`src/rtl/gt.sv`:
```
// gt: registered greater-than comparator for the ALU comparison group.
// Compares register_A against register_B (unsigned, or two's-complement
// when signed_mode=1) and registers the result on a cmp_en edge.
// Ports:
//   clk          rising-edge clock
//   reset        synchronous active-high reset
//   register_A   left operand (WIDTH bits)
//   register_B   right operand (WIDTH bits)
//   cmp_en       capture enable
//   signed_mode  0 = unsigned compare, 1 = two's-complement compare
//   sign_flag    registered A > B
//   eq_flag      registered A == B
//   lt_flag      registered A < B
//   valid        one-cycle strobe after each capture
module gt #(
    parameter int unsigned WIDTH = 20
) (
    input  logic             clk,
    input  logic             reset,
    input  logic [WIDTH-1:0] register_A,
    input  logic [WIDTH-1:0] register_B,
    input  logic             cmp_en,
    input  logic             signed_mode,
    output logic             sign_flag,
    output logic             eq_flag,
    output logic             lt_flag,
    output logic             valid
);

    localparam int unsigned LOW_W = WIDTH - 1;

    logic             msb_a_c;
    logic             msb_b_c;
    logic [LOW_W-1:0] low_a_c;
    logic [LOW_W-1:0] low_b_c;
    logic             low_gt_c;
    logic             gt_c;
    logic             eq_c;
    logic             lt_c;

    // Split operands into sign/magnitude-order bit and the remaining bits.
    assign msb_a_c  = register_A[WIDTH-1];
    assign msb_b_c  = register_B[WIDTH-1];
    assign low_a_c  = register_A[LOW_W-1:0];
    assign low_b_c  = register_B[LOW_W-1:0];
    assign low_gt_c = (low_a_c > low_b_c);

    // When the top bits differ, the operand with MSB set is the larger one
    // unsigned and the smaller one signed; otherwise the low bits decide.
    always_comb begin
        gt_c = 1'b0;
        if (msb_a_c != msb_b_c) begin
            gt_c = signed_mode ? msb_b_c : msb_a_c;
        end else begin
            gt_c = low_gt_c;
        end
    end

    // Equality is bitwise and mode-independent; less-than is the remainder.
    always_comb begin
        eq_c = (register_A == register_B);
        lt_c = ~gt_c & ~eq_c;
    end

    // Result registers: reset wins over capture; flags hold when idle.
    always_ff @(posedge clk) begin
        if (reset) begin
            sign_flag <= 1'b0;
            eq_flag   <= 1'b0;
            lt_flag   <= 1'b0;
            valid     <= 1'b0;
        end else if (cmp_en) begin
            sign_flag <= gt_c;
            eq_flag   <= eq_c;
            lt_flag   <= lt_c;
            valid     <= 1'b1;
        end else begin
            valid     <= 1'b0;
        end
    end

endmodule

```
`config.mk`:
```
export PLATFORM = sky130hd
export DESIGN_NAME = gt
export DESIGN_NICKNAME = d
export VERILOG_FILES = /design/src/rtl/gt.sv
export SDC_FILE = /design/constraint.sdc
export NUM_CORES = 1
export LEC_CHECK = 0
export CAP_MARGIN = 30
export CORE_UTILIZATION = 35
export DETAILED_ROUTE_END_ITERATION = 8
export GPL_ROUTABILITY_DRIVEN = 0
export PLACE_DENSITY = 0.85
export SLEW_MARGIN = 20
export SYNTH_ARGS = -nofsm -noshare
export SYNTH_HDL_FRONTEND = slang
export SYNTH_SLANG_ARGS = --single-unit
export TNS_END_PERCENT = 1
```
`constraint.sdc`:
```
create_clock -name clk -period 1.9 [get_ports clk]
set_input_delay 0.19 -clock clk [delete_from_list [all_inputs] [get_ports clk]]
set_output_delay 0.19 -clock clk [all_outputs]
set_load 0.01 [all_outputs]
```
==> metrics.txt <==
total number of yosys warnings=0; I/O Pins=48; H-tree level count=1; CP Launch Type=input port; Slew @ Worst Pin=~0.32 ns; mapped cell area=705.7 um^2; WL final=2.177 mm; max_slew headroom=78.31%; DRC viols=0; Post-synth top flop=dfxtp_1; GR Util All Layers=roughly 21%; setup bufs post-CTS=0; period utilisation layout=96.66%; worst hold path type=reg2reg; Inst Count DP=about 170; max-slew violations=0; share of layout cells above drive strength 1=between 10% and 20%; cts hold-fix bufs=0; Post-Synthesis Cells=90; top area cells in the synthesized netlist=ha_1 (34%), dfxtp_1 (11%), inv_1 (11%); initial antenna violation count=0; post-route antenna net violation count=0; Seq/Total Area, Yosys=about 11%; synthesized flop and latch total=4; most common cell after layout, fill and taps aside=clkdlybuf4s50_1; maxcap violations=0; Synth top area share=33.69%; Cell Rows=15; Setup-failing EPs final=0; routed length per placed instance=12.66 um; Peak VDD IR=~0.18 mV; dpl ws=-0.2794 ns; clock sink count=4; die width=46.90 um; via/cell ratio=approximately 5; R2R setup slack=~1.1 ns; die height=between 40 and 50 um; Area Growth Syn to Fin=91.84%; PD cells=between 300 and 400 nW/um^2; Post-Layout Inst Area=1354 um^2; status=complete, no violations; largest net degree at the start of global routing=7; initial core utilization=roughly two fifths; DP Wirelength=1.808 mm; antenna fix cells=0; clock skew=0 ns; vias after detailed routing=881; syn_area_per_cell=about 7.8 um^2; 1st-iter DRT viols=15; CP endpoint kind=flip-flop; worst-skew pair later-pin latency=approximately 0.24 ns; gr ovfl total=0; Async SR Flop Fraction=0%; Placed Area=about 1300 um^2; Core Util, Final=about 75%; Period minus WS final=1.837 ns; DIE AREA=2200 um^2; Post-synth EDFFs=0; Worst Path Arrival=roughly 2 ns; Total Neg Setup Slack=0 ns; fin worst setup slack=approximately 0.063 ns; vias in the first global route=roughly 890; Post-Layout Cell Count=around 170; Longest Clk Path Bufs=2; TritonCTS clock tree=done; Worst-path clk slew=approximately 0.040 ns; Hold Vio Cnt, Final=0; Max Fclk=~0.54 GHz; CORE AREA=1802 um^2; crit path kind=in2reg; Hold WS=approximately 0.47 ns; nets=212; synth unique cells=26; Synth area leader=ha_1; CP max FO=2; Leakage Power=0.6452 nW; most frequent cells in the layout=clkdlybuf4s50_1 (44), inv_1 (18), ha_1 (16); Total Power=about 0.47 mW; global-route wire length before repair=3.270 mm; TritonCTS buffer count=3; Root Buffer=clkbuf_4; Worst Path Required=~2.0 ns; IO buf count=47; DRT Pass-1 Iters=4; Syn Nets=~150
==> cell usage after synthesis, drive strengths merged, types with 2 or more instances <==
| library cell | number |
|---|---|
| nand2 | 2 |
| nor2b | 2 |
| a21o | 3 |
| nor3 | 3 |
| a211oi | 2 |
| a21oi | 8 |
| dfxtp | 4 |
| nor2 | 4 |
| inv | 20 |
| ha | 19 |
| o21ai | 3 |
| nand3 | 3 |
| nand4 | 5 |
| nor3b | 2 |
==> final timing paths <==
kind / start / to / cells after the start
min reg2reg: eq_flag / eq_flag / 2
max: register_B[17] / lt_flag / 9
max reg2reg: sign_flag / sign_flag / 3
min: eq_flag / eq_flag / 2
==> cell type report <==
| type | instances | area [um^2] |
|---|---|---|
| multi-input cells | 66 | 614.3 |
| repair buffers | 54 | 530.5 |
| fillers | 140 | 447.9 |
| flip-flops and latches | 4 | 80.08 |
| inverters | 20 | 75.07 |
| well taps | 25 | 31.28 |
| clock buffers | 3 | 22.52 |
==> state kept, by name (all words and copies together) (netlist names) <==
signal	flops
eq_flag	1
lt_flag	1
sign_flag	1
valid	1
==> repair_timing <==
item	CTS	global route
resized for setup	1	13
setup endpoints to repair	1	2
pin swaps	0	8
==> kinds of logic after synthesis <==
| group | after synthesis | share of synthesized area (%) |
|---|---|---|
| xor+xnor | 1 | 1.241 |
| flops | 4 | 11.35 |
| buf+inv | 20 | 10.64 |
| simple gates | 25 | 21.98 |
| compound gates | 21 | 21.10 |
| fa+ha+maj | 19 | 33.69 |
==> critical path: stages <==
cell and delay, ns:
clkdlybuf4s50_1 0.46, inv_1 0.04, ha_1 0.29, nand4_2 0.10, buf_4 0.16, nor3_2 0.25
o211ai_1 0.15, a41oi_1 0.22, o21ai_1 0.09
==> where the power goes <==
group | switching (mW) | internal, mW | leakage (nW)
clock | 0.0419 | 0.0712 | 0.0138
sequential | 0.00311 | 0.0905 | 0.0330
combinational | 0.100 | 0.160 | 0.598
total | 0.146 | 0.321 | 0.645
==> layer usage <==
| layer | routed length, um | vias up | track usage, % |
|---|---|---|---|
| li1 | - | 438 | - |
| met1 | 745 | 384 | 18.49 |
| met2 | 1199 | 51 | 42.78 |
| met3 | 170 | 8 | 6.154 |
| met4 | 62 | 0 | 7.429 |
| met5 | 0 | - | 0 |
(Power assumes the default switching activity.)
==> RTL edit 1, RTL diff (config.mk and constraints unchanged) <==
The parameter `WIDTH` goes from 20 to 24.
--- a/src/rtl/gt.sv
+++ b/src/rtl/gt.sv
@@ -13,7 +13,7 @@
 //   lt_flag      registered A < B
 //   valid        one-cycle strobe after each capture
 module gt #(
-    parameter int unsigned WIDTH = 20
+    parameter int unsigned WIDTH = 24
 ) (
     input  logic             clk,
     input  logic             reset,
Interface: changed (resized register_A and register_B); port bits go from 48 to 56. The function was not compared with the original's and may differ.
==> RTL edit 1 against the original RTL <==
Worst setup slack got worse by 0.029 ns. Largest cell class unchanged. Sequential power decreased by 2%. Sequential cell count is the same. Highest routed layer unchanged. Critical path depth fell by 1. Area after synthesis rose by 15%. Total power increased by 1.6%. Routed wire length rose by 19%. Design area grew 8.2%.
==> RTL edit 1: results (changes against the original RTL) <==
STA
The worst-case setup margin in the final layout came to 0.0343 ns (-0.0290 ns). The final hold slack is 0.485 ns (+0.0168 ns). The relative max-transition margin is 78.7% (+0.42 points).

Power
The maximum resistive drop on vdd was 0.000315 V (+78%). The combinational fraction of design power is 58.1% (+2.4 points). The switching portion of total power is 30.8% (-0.40 points).

The internal cell power came to 0.000328 W (+2.2%).

Critical path
The worst register-to-register path begins at lt_flag$_SDFFE_PP0P_. The register-to-register path setup slack is 1.06 ns (-0.02 ns). In this run the critical register-to-register path is captured at lt_flag$_SDFFE_PP0P_. The signal arrival time at the worst endpoint came to 2.01 ns (+0.05 ns).

Finish
The area taken by multi-input logic gates is 653 um^2 (+6.3%). The count of nets after finishing is 243 (+15%). The count of inverters other than clock inverters in the layout came to 25 (+25%).

The core occupancy in the finished layout is 66.9% (-8.3 points). The filler cell count in the final layout was 167 (+19%). The area fraction of clock buffers and clock inverters is 1.54% (-0.13 points).

Placement
The instance area after placement is 1410 um^2 (+12%). The cell total after placement is 189 (+12%). The detailed-placement wirelength estimate is 2140 um (+18%).

Detailed routing
The count of routing violations after the opening detailed-route iteration is 14 (-1). The number of vias after detailed routing is 996 (+13%).

CTS
The number of gates resized after CTS was 0 (-1).

Synth
The distinct cell type count after synthesis came to 24 (-7.7%). The synthesized instance count was 104 (+16%). The synthesized net count came to 179 (+17%). Counting instances in the post-synthesis netlist gives the leading cell types as inv_1, ha_1, a21oi_1.

In the post-synthesis netlist, the biggest area contributors are ha_1, inv_1, dfxtp_1.

Hold path
The startpoint of the tightest hold check path is sign_flag$_SDFFE_PP0P_. The worst min-delay path endpoint is sign_flag$_SDFFE_PP0P_.

Global route
The first-pass GRT wire length is 3990 um (+22%). The via count of the first global-routing pass was 994 (+12%). The total global-route track usage is 20.8% (+0.037 points).

Floorplan
The full die area came to 2510 um^2 (+14%).

Run status
The flow ran to the end, and the final reports show no timing, DRC or antenna violations.
-- RTL edit 1: critical path, cell delays in order --
cell and delay [ns]:
clkdlybuf4s50_1 0.46, inv_1 0.04, ha_1 0.30, nand4_1 0.18, buf_4 0.19, nor4_4 0.23, o21ai_2 0.12, a221oi_1 0.29
-- RTL edit 1: logic make-up (layout without fill, tap and decap cells) --
logic type                 count (synthesis)  in the layout  share of synthesized area (%)
AOI/OAI and AO/OA                         23             23                           19.3
adders and majority gates                 23             23                           35.5
buffers and inverters                     25             87                           11.6
DFF                                        4              4                           9.89
muxes                                      2              2                           3.09
and+or+nand+nor                           27             27                           20.6
-- RTL edit 1: metal layers --
layer,share of wire (%),global-route usage [%]
met5,0,0
met4,1.2,0
met3,4.1,3.09
met2,57,46.2
met1,37,19.9
==> RTL edit 2, RTL diff (config.mk and constraints unchanged) <==
Made on the original files. Add an input register stage for `register_A`, `register_B`, `cmp_en` and `signed_mode`, without a reset; this delays them by one clock.
--- a/src/rtl/gt.sv
+++ b/src/rtl/gt.sv
@@ -29,6 +29,18 @@
 
     localparam int unsigned LOW_W = WIDTH - 1;
 
+    logic [WIDTH-1:0] register_A_q;
+    logic [WIDTH-1:0] register_B_q;
+    logic cmp_en_q;
+    logic signed_mode_q;
+
+    always_ff @(posedge clk) begin
+        register_A_q  <= register_A;
+        register_B_q  <= register_B;
+        cmp_en_q      <= cmp_en;
+        signed_mode_q <= signed_mode;
+    end
+
     logic             msb_a_c;
     logic             msb_b_c;
     logic [LOW_W-1:0] low_a_c;
@@ -39,10 +51,10 @@
     logic             lt_c;
 
     // Split operands into sign/magnitude-order bit and the remaining bits.
-    assign msb_a_c  = register_A[WIDTH-1];
-    assign msb_b_c  = register_B[WIDTH-1];
-    assign low_a_c  = register_A[LOW_W-1:0];
-    assign low_b_c  = register_B[LOW_W-1:0];
+    assign msb_a_c  = register_A_q[WIDTH-1];
+    assign msb_b_c  = register_B_q[WIDTH-1];
+    assign low_a_c  = register_A_q[LOW_W-1:0];
+    assign low_b_c  = register_B_q[LOW_W-1:0];
     assign low_gt_c = (low_a_c > low_b_c);
 
     // When the top bits differ, the operand with MSB set is the larger one
@@ -50,7 +62,7 @@
     always_comb begin
         gt_c = 1'b0;
         if (msb_a_c != msb_b_c) begin
-            gt_c = signed_mode ? msb_b_c : msb_a_c;
+            gt_c = signed_mode_q ? msb_b_c : msb_a_c;
         end else begin
             gt_c = low_gt_c;
         end
@@ -58,7 +70,7 @@
 
     // Equality is bitwise and mode-independent; less-than is the remainder.
     always_comb begin
-        eq_c = (register_A == register_B);
+        eq_c = (register_A_q == register_B_q);
         lt_c = ~gt_c & ~eq_c;
     end
 
@@ -69,7 +81,7 @@
             eq_flag   <= 1'b0;
             lt_flag   <= 1'b0;
             valid     <= 1'b0;
-        end else if (cmp_en) begin
+        end else if (cmp_en_q) begin
             sign_flag <= gt_c;
             eq_flag   <= eq_c;
             lt_flag   <= lt_c;
Formal check against the unedited RTL: not equivalent (Yosys sat finds a counterexample within 4 cycles, from zero or initial values and one cycle with reset high).
==> RTL edit 2 against the original RTL <==
Routed wire length is 13% higher. Largest power group is now registers. Area after synthesis is 120% higher. Clock skew is 0.0034 ns higher. Sequential power grew to 11 times the old value. Total power grew to 3.9 times the old value. Critical endpoint unchanged. Worst hold slack worse by 0.14 ns. Critical path type is now reg2reg. Core utilization is 22 points lower. Worst setup slack better by 0.13 ns. Sequential cell count is 42 higher. Design area is 60% higher. Combinational power is 15% lower. Die area is 110% higher. Count of clock-buffer cells in the layout is 2 higher.
==> RTL edit 2: results (changes against the original RTL) <==
Run status
The run finished with clean final reports.

Finish
The clock buffer count in the final layout was 5 (+2). The count of multi-input combinational gates is 68 (+3.0%). The layout overhead on the synthesized area is 40.3%. The area fraction of clock buffers and clock inverters is 4.15% (+2.5 points).

The count of buffers not belonging to the clock network in the layout is 47 (-13%). The area taken by multi-input logic gates was 552 um^2 (-10%). The fraction of final layout cells with drive strength greater than 1 is 8.47% (-8.5 points). The count of nets after finishing was 251 (+18%). The portion of the layout cell area used by non-clock buffers is 21.7% (-18 points). The number of non-filler instances in the completed layout came to 239 (+39%).

Global route
The total global-route track usage is 12.0% (-8.7 points). The largest net degree at the start of global routing is 16 (+9). The via count of the first global-routing pass is 999 (+13%).

Synth
Sorting the synthesized cells by how often they occur yields dfxtp_1, inv_1, ha_1. The synthesized net count is 197 (+29%). The post-synthesis compound-gate area fraction is 7.19% (-14 points). Yosys attributes the largest share of cell area to dfxtp_1, ha_1, inv_1. The fraction of the mapped netlist area in adder cells is 15.4% (-18 points).

Critical path
The highest cell delay on the worst timing path is 0.41 ns (-0.05 ns). Among all stages on the critical path, the largest delay is contributed by nor4_4. The signal arrival time at the worst endpoint is 1.90 ns (-0.06 ns).

The most critical setup path has its startpoint at register_B_q[5]$_DFF_P_. The type of the setup path with the least slack is reg2reg. The kind of cell with the highest combined delay along the critical path is simple AND/OR/NAND/NOR gates. The largest fanout on the critical path was 4 (+2).

CTS
The number of gates resized after CTS is 0 (-1). The tree is rooted in a clkbuf_8. The number of H-tree levels is 2 (+1). The clock transition at the register clock pins on the worst setup and hold paths after CTS is 0.08 ns (+0.04 ns). The clock latency on the worst-skew pair is 0.30 ns (+0.06 ns). The CTS buffer count is 5 (+2).

Hold path
The worst min-delay path endpoint is cmp_en_q$_DFF_P_. The classification of the worst-slack hold path is in2reg. The startpoint of the tightest hold check path is cmp_en. The worst hold path depth was 1 (-1).

Placement
The cell total after placement is 231 (+37%). The instance area after placement was 2080 um^2 (+65%).

Detailed routing
The average wire length per cell after detail routing is 10.3 um (-19%). The count of routing violations after the opening detailed-route iteration is 26 (+11).

STA
The worst clock skew is 0.00341 ns (+0.00341 ns).

Power
The maximum resistive drop on vdd came to 0.000402 V (+130%). The leakage component of the power is 0.973 nW (+51%).

Floorplan
The full die area is 4690 um^2 (+110%).
## RTL edit 2: cell count changes after synthesis, sizes merged, moves of 2 or more
cell   delta
nor4      +2
o21a      +2
nor3      -2
nor3b     -2
a21o      -3
nor2      +4
dfxtp    +42
nand2     +5
## RTL edit 2: layer usage
metal  vias up  global-route usage (%)  part of all wire (%)
li1        555                       -                     -
met1       464                    12.0                    41
met2        33                    20.6                    50
met3         7                    4.93                   6.8
met4         0                    7.81                   2.1
met5         -                       0                     0
## RTL edit 2: logic make-up after synthesis
family / count (synthesis)
xor+xnor: 1
buf+inv: 20
flops: 46
fa+ha+maj: 19
simple gates: 30
compound gates: 18
## RTL edit 2: power groups by stage
stage | logic (W) | registers (W) | clock network (W)
2_1_floorplan | 0.000101 | 0.00106 | 0
3_3_place_gp | 0.000217 | 0.00106 | 0
3_5_place_dp | 0.000223 | 0.00106 | 0
4_1_cts | 0.000225 | 0.00103 | 0.000603
5_1_grt | 0.000247 | 0.00104 | 0.000657
6_report | 0.000221 | 0.00103 | 0.000575
